`src/rtl/mux2_rr_arbiter.sv`:
```
// Round-robin arbiter sharing one 2:1 mux between requesters A and B.
// Grants a burst at a time and presents the selected beat with a valid/ready handshake.
module mux2_rr_arbiter #(
    parameter int unsigned WIDTH     = 8,
    parameter int unsigned MAX_BURST = 4
) (
    input  logic                             clk,
    input  logic                             rst_n,
    input  logic                             req_a,
    input  logic [WIDTH-1:0]                 a,
    input  logic                             last_a,
    input  logic                             req_b,
    input  logic [WIDTH-1:0]                 b,
    input  logic                             last_b,
    input  logic                             ready,
    output logic                             gnt_a,
    output logic                             gnt_b,
    output logic                             sel,
    output logic [WIDTH-1:0]                 y,
    output logic                             y_valid,
    output logic [$clog2(MAX_BURST+1)-1:0]   beat_cnt
);

    localparam int unsigned CntW = $clog2(MAX_BURST + 1);

    typedef enum logic [1:0] {StIdle, StGntA, StGntB} state_e;

    state_e            state_q, state_d;
    logic              gnt_a_q, gnt_a_d;
    logic              gnt_b_q, gnt_b_d;
    logic              sel_q, sel_d;
    logic              ptr_q, ptr_d;     // 1: B won the last grant, so A wins the next tie
    logic [CntW-1:0]   cnt_q, cnt_d;

    logic own_req, oth_req, own_last, xfer, hit_max, burst_end;
    logic go_a, go_b;

    always_comb begin
        own_req  = (state_q == StGntB) ? req_b  : req_a;
        oth_req  = (state_q == StGntB) ? req_a  : req_b;
        own_last = (state_q == StGntB) ? last_b : last_a;
        xfer      = own_req & ready;
        hit_max   = (cnt_q == CntW'(MAX_BURST - 1));
        burst_end = ~own_req | (xfer & (own_last | hit_max));
    end

    always_comb begin
        state_d = state_q;
        sel_d   = sel_q;
        ptr_d   = ptr_q;
        cnt_d   = cnt_q;
        go_a    = 1'b0;
        go_b    = 1'b0;

        unique case (state_q)
            StIdle: begin
                go_a = req_a & (~req_b | ptr_q);
                go_b = req_b & ~go_a;
            end
            StGntA, StGntB: begin
                if (burst_end) begin
                    cnt_d = '0;
                    // The other side gets priority at burst end; otherwise re-grant or idle.
                    if (oth_req) begin
                        go_a = (state_q == StGntB);
                        go_b = (state_q == StGntA);
                    end else if (own_req) begin
                        go_a = (state_q == StGntA);
                        go_b = (state_q == StGntB);
                    end else begin
                        state_d = StIdle;
                    end
                end else if (xfer) begin
                    cnt_d = cnt_q + 1'b1;
                end
            end
            default: state_d = StIdle;
        endcase

        if (go_a) begin
            state_d = StGntA;
            sel_d   = 1'b0;
            ptr_d   = 1'b0;
        end else if (go_b) begin
            state_d = StGntB;
            sel_d   = 1'b1;
            ptr_d   = 1'b1;
        end

        gnt_a_d = (state_d == StGntA);
        gnt_b_d = (state_d == StGntB);
    end

    always_ff @(posedge clk or negedge rst_n) begin
        if (!rst_n) begin
            state_q <= StIdle;
            gnt_a_q <= 1'b0;
            gnt_b_q <= 1'b0;
            sel_q   <= 1'b0;
            ptr_q   <= 1'b1;
            cnt_q   <= '0;
        end else begin
            state_q <= state_d;
            gnt_a_q <= gnt_a_d;
            gnt_b_q <= gnt_b_d;
            sel_q   <= sel_d;
            ptr_q   <= ptr_d;
            cnt_q   <= cnt_d;
        end
    end

    always_comb begin
        y       = '0;
        y_valid = 1'b0;
        if (gnt_a_q) begin
            y       = a;
            y_valid = req_a;
        end else if (gnt_b_q) begin
            y       = b;
            y_valid = req_b;
        end
    end

    assign gnt_a    = gnt_a_q;
    assign gnt_b    = gnt_b_q;
    assign sel      = sel_q;
    assign beat_cnt = cnt_q;

endmodule

```
`config.mk`:
```
export PLATFORM = sky130hd
export DESIGN_NAME = mux2_rr_arbiter
export DESIGN_NICKNAME = d
export VERILOG_FILES = /design/src/rtl/mux2_rr_arbiter.sv
export SDC_FILE = /design/constraint.sdc
export NUM_CORES = 1
export LEC_CHECK = 0
export ABC_AREA = 1
export CAP_MARGIN = 20
export CORE_MARGIN = 3
export CORE_UTILIZATION = 40
export CTS_CLUSTER_SIZE = 12
export DETAILED_ROUTE_END_ITERATION = 10
export GPL_TIMING_DRIVEN = 0
export PLACE_DENSITY = 0.79
export SLEW_MARGIN = 10
export SYNTH_ARGS = -nofsm -noshare
export SYNTH_HDL_FRONTEND = slang
export SYNTH_SLANG_ARGS = --single-unit
```
`constraint.sdc`:
```
create_clock -name clk -period 2 [get_ports clk]
set_input_delay 0.6 -clock clk [delete_from_list [all_inputs] [get_ports clk]]
set_output_delay 0.6 -clock clk [all_outputs]
set_load 0.005 [all_outputs]
```
==> results of run 1 <==
## final timing paths
check                                start  cells past startpoint     to
worst min register to register       ptr_q                      2  ptr_q
worst max-delay path                  b[0]                      4   y[0]
max in group asynchronous            rst_n                      1  ptr_q
worst max register to register  state_q[0]                     12  gnt_a
worst min-delay path                 ptr_q                      2  ptr_q
min in group asynchronous            rst_n                      1  gnt_a
## metal layers
metal,up-vias,track usage (%),part of all wire [%]
met4,0,6.726,0.93
met2,8,27.39,50
met5,-,0,0
li1,456,-,-
met3,2,2.077,1.1
met1,377,23.26,48
## cell families (layout without fill, tap and decap cells)
family,after synthesis,count (layout),synth area share [%]
simple gates,73,73,42.70
buf+inv,22,62,10.52
compound gates,10,10,8.947
flops,9,9,28.41
fa+ha+maj,6,6,9.419
## through the flow
step                      TNS [ns]  power [W]  worst slack (ns)  hold WS [ns]  cell area (µm²)
after CTS                        0   0.001392         0.0009492        0.4739             1214
after detailed placement    -3.309   0.001283           -0.4754        0.4656             1199
after floorplan                  0  0.0008980            0.4865        0.3044            797.0
after global placement      -3.093   0.001251           -0.4612        0.4586             1199
after global routing             0   0.001517           0.01769        0.5321             1194
final                            0   0.001367           0.07697        0.4737             1194
## area by class of cell
cell class	instances	area share, %
Tap cell	25	2.621
Inverter	20	6.709
Sequential cell	9	19.08
Timing Repair Buffer	37	27.67
Buffer	1	0.9434
Clock buffer	4	2.201
Multi-Input combinational cell	89	40.78
## cells in the final DEF (no fill, tap or decap), types with 2 or more instances in the layout
master                            instances
sky130_fd_sc_hd__inv_1                   18
sky130_fd_sc_hd__a21oi_2                  2
sky130_fd_sc_hd__nand3_1                 17
sky130_fd_sc_hd__ha_1                     6
sky130_fd_sc_hd__clkbuf_2                 3
sky130_fd_sc_hd__nor2_1                   4
sky130_fd_sc_hd__buf_2                    5
sky130_fd_sc_hd__a21oi_1                  3
sky130_fd_sc_hd__nand2_1                 39
sky130_fd_sc_hd__clkbuf_4                 3
sky130_fd_sc_hd__nor2_2                   4
sky130_fd_sc_hd__nand2_2                  5
sky130_fd_sc_hd__clkdlybuf4s50_1         26
sky130_fd_sc_hd__nand3_2                  2
sky130_fd_sc_hd__dfrtp_1                  7
## registers in the layout, indices dropped and copies added, names as in the netlist
name      flops
ptr_q         1
gnt_b         1
sel           1
state_q       2
gnt_a         1
beat_cnt      3
## what timing repair did
action                                  CTS  global route
gates resized for setup                  35             5
endpoints found under the setup margin    9             5
pin swaps                                 4             3
## worst max-delay path, stage by stage
cell and delay [ns]:
sky130_fd_sc_hd__clkdlybuf4s50_1 0.45, sky130_fd_sc_hd__nand3_1 0.08, sky130_fd_sc_hd__nand2_1 0.08, sky130_fd_sc_hd__buf_2 0.11
## report_power, final
part	internal (W)	leakage, nW	switching, W
combinational	0.000393	0.514	0.000511
sequential	0.000264	0.113	0.0000675
clock	0.0000763	0.0150	0.0000549
==> summary.md, run 1 <==
| Metric | Value |
|---|---|
| Setup repair after global routing missed its margin | `no` |
| Die extent in y | `50.64 µm` |
| Floorplan row count | `15` |
| Number of global-route vias before repair | `773` |
| Seq cells post-synth | `9` |
| Warnings from Yosys | `0` |
| Max capacitance violation total | `0` |
| Global placement routability congestion | `0.7998` |
| Number of antenna violations at the first check in global routing | `0` |
| Vias per cell | `4.557` |
| Share of synthesized area occupied by flip-flops and latches | `28.41%` |
| Count of hold buffers inserted by post-cts repair | `0` |
| Initial core utilization | `44.24%` |
| Maximum ir drop on the vdd rail | `0.7898 mV` |
| Most common cell in the synthesized netlist | `sky130_fd_sc_hd__nand2_1` |
| Ratio of final minimum period to clock period | `96.15%` |
| Least-Margin Pin Slew | `0.3601 ns` |
| Clock Skews | `0.003760 ns` |
| Worst reg-to-reg setup slack | `0.29 ns` |
| Most instantiated cells after synthesis | `sky130_fd_sc_hd__nand2_1 (39), sky130_fd_sc_hd__inv_1 (18), sky130_fd_sc_hd__nand3_1 (17)` |
| Status | `finished clean` |
| Leakage | `0.6417 nW` |
| Wire length reported by the detailed router | `2.048 mm` |
| Ant diodes | `0` |
| Data arrival time at the worst-slack endpoint | `1.32 ns` |
| CTS Buf Count | `3` |
| Maximum level of the CTS H-tree | `1` |
| Max-Slew Margin vs Limit | `75.92%` |
| Syn Nets | `149` |
| Post-Syn Instances | `120` |
| Total area of sequential cells | `227.7 µm²` |
| Fin cells | `185` |
| Global router's overall resource usage | `17.10%` |
| Top cell type's share of synthesized area | `25.12%` |
| Clock transition at the registers of the reported paths | `0.05 ns` |
| Class of the tightest hold or removal check | `reg -> reg` |
| Fraction of final layout cells with drive strength greater than 1 | `20.63%` |
| TritonCTS clock tree | `yes` |
| Global-route wire length before repair | `3.429 mm` |
| Layout overhead on the synthesized area | `49.76%` |
| I/O Buffers | `37` |
| Width of the die | `50.64 µm` |
| Netlist cell types | `23` |
| Final critical path time including I/O delays and setup | `1.923 ns` |
| Mapped Avg Cell Area | `6.642 µm²` |
| Clk buf depth | `2` |
| Post-route DRC violation count | `0` |
| Grt ovf | `0` |
| Final layout net count | `190` |
| F_max | `520.0 MHz` |
| Ranking of synthesized cells by area | `sky130_fd_sc_hd__dfrtp_1 (25%), sky130_fd_sc_hd__nand2_1 (18%), sky130_fd_sc_hd__nand3_1 (11%)` |
| Type of element capturing the critical path | `output pin` |
| Num ports | `38` |
| Master cell of the clock root buffer | `sky130_fd_sc_hd__clkbuf_4` |
| Classification of the worst setup path | `in -> out` |
| Share of flip-flops with an asynchronous set or reset | `100.0%` |
| Drt initial violations | `7` |
| Number of synthesized flops with an enable pin | `0` |
| Count of vias placed by the detailed router | `843` |
| Power per cell area | `1145 nW/µm²` |
| Library cell with the largest summed area after synthesis | `sky130_fd_sc_hd__dfrtp_1` |
| DR pass1 iterations | `3` |
| Number of cells in the design after placement | `182` |
| Routed length per instance | `11.07 µm` |
| Latest clock arrival within the worst-skew pair | `0.25 ns` |
| Dominant synthesized flop cell | `sky130_fd_sc_hd__dfrtp_1` |
| Number of max-slew violations in the final report | `0` |
| Area of the multi-input gates | `486.7 µm²` |
| Pin count of the biggest net entering global routing | `11` |
| Final hold vios | `0` |
| Setup violators final | `0` |
| Floorplan die area | `2564 µm²` |
| Cell area after synthesis | `797.0 µm²` |
| Worst-path maximum fanout | `1` |
| CP Launch Type | `primary input` |
| Remaining number of nets flagged by the antenna check after routing | `0` |
| Final-layout fill cell count | `183` |
| Data required, critical path | `1.40 ns` |
| Number of clock sinks | `9` |
| Core box area | `1802 µm²` |
| Total half-perimeter wirelength after legalization and detailed placement | `1.748 mm` |
| Number of buffers inserted to repair setup after CTS | `0` |
| Core utilization of the finished layout | `66.25%` |
No activity file was read; power rests on OpenSTA's default activity.
==> inputs of run 2 (changes only) <==
--- a/config.mk
+++ b/config.mk
@@ -11,6 +11,7 @@
 export CORE_UTILIZATION = 40
 export CTS_CLUSTER_SIZE = 12
 export DETAILED_ROUTE_END_ITERATION = 10
+export GPL_ROUTABILITY_DRIVEN = 0
 export GPL_TIMING_DRIVEN = 0
 export PLACE_DENSITY = 0.79
 export SLEW_MARGIN = 10
==> results of run 2 <==
Same layout as run 1: the final DEF is identical, and so are final timing and power.
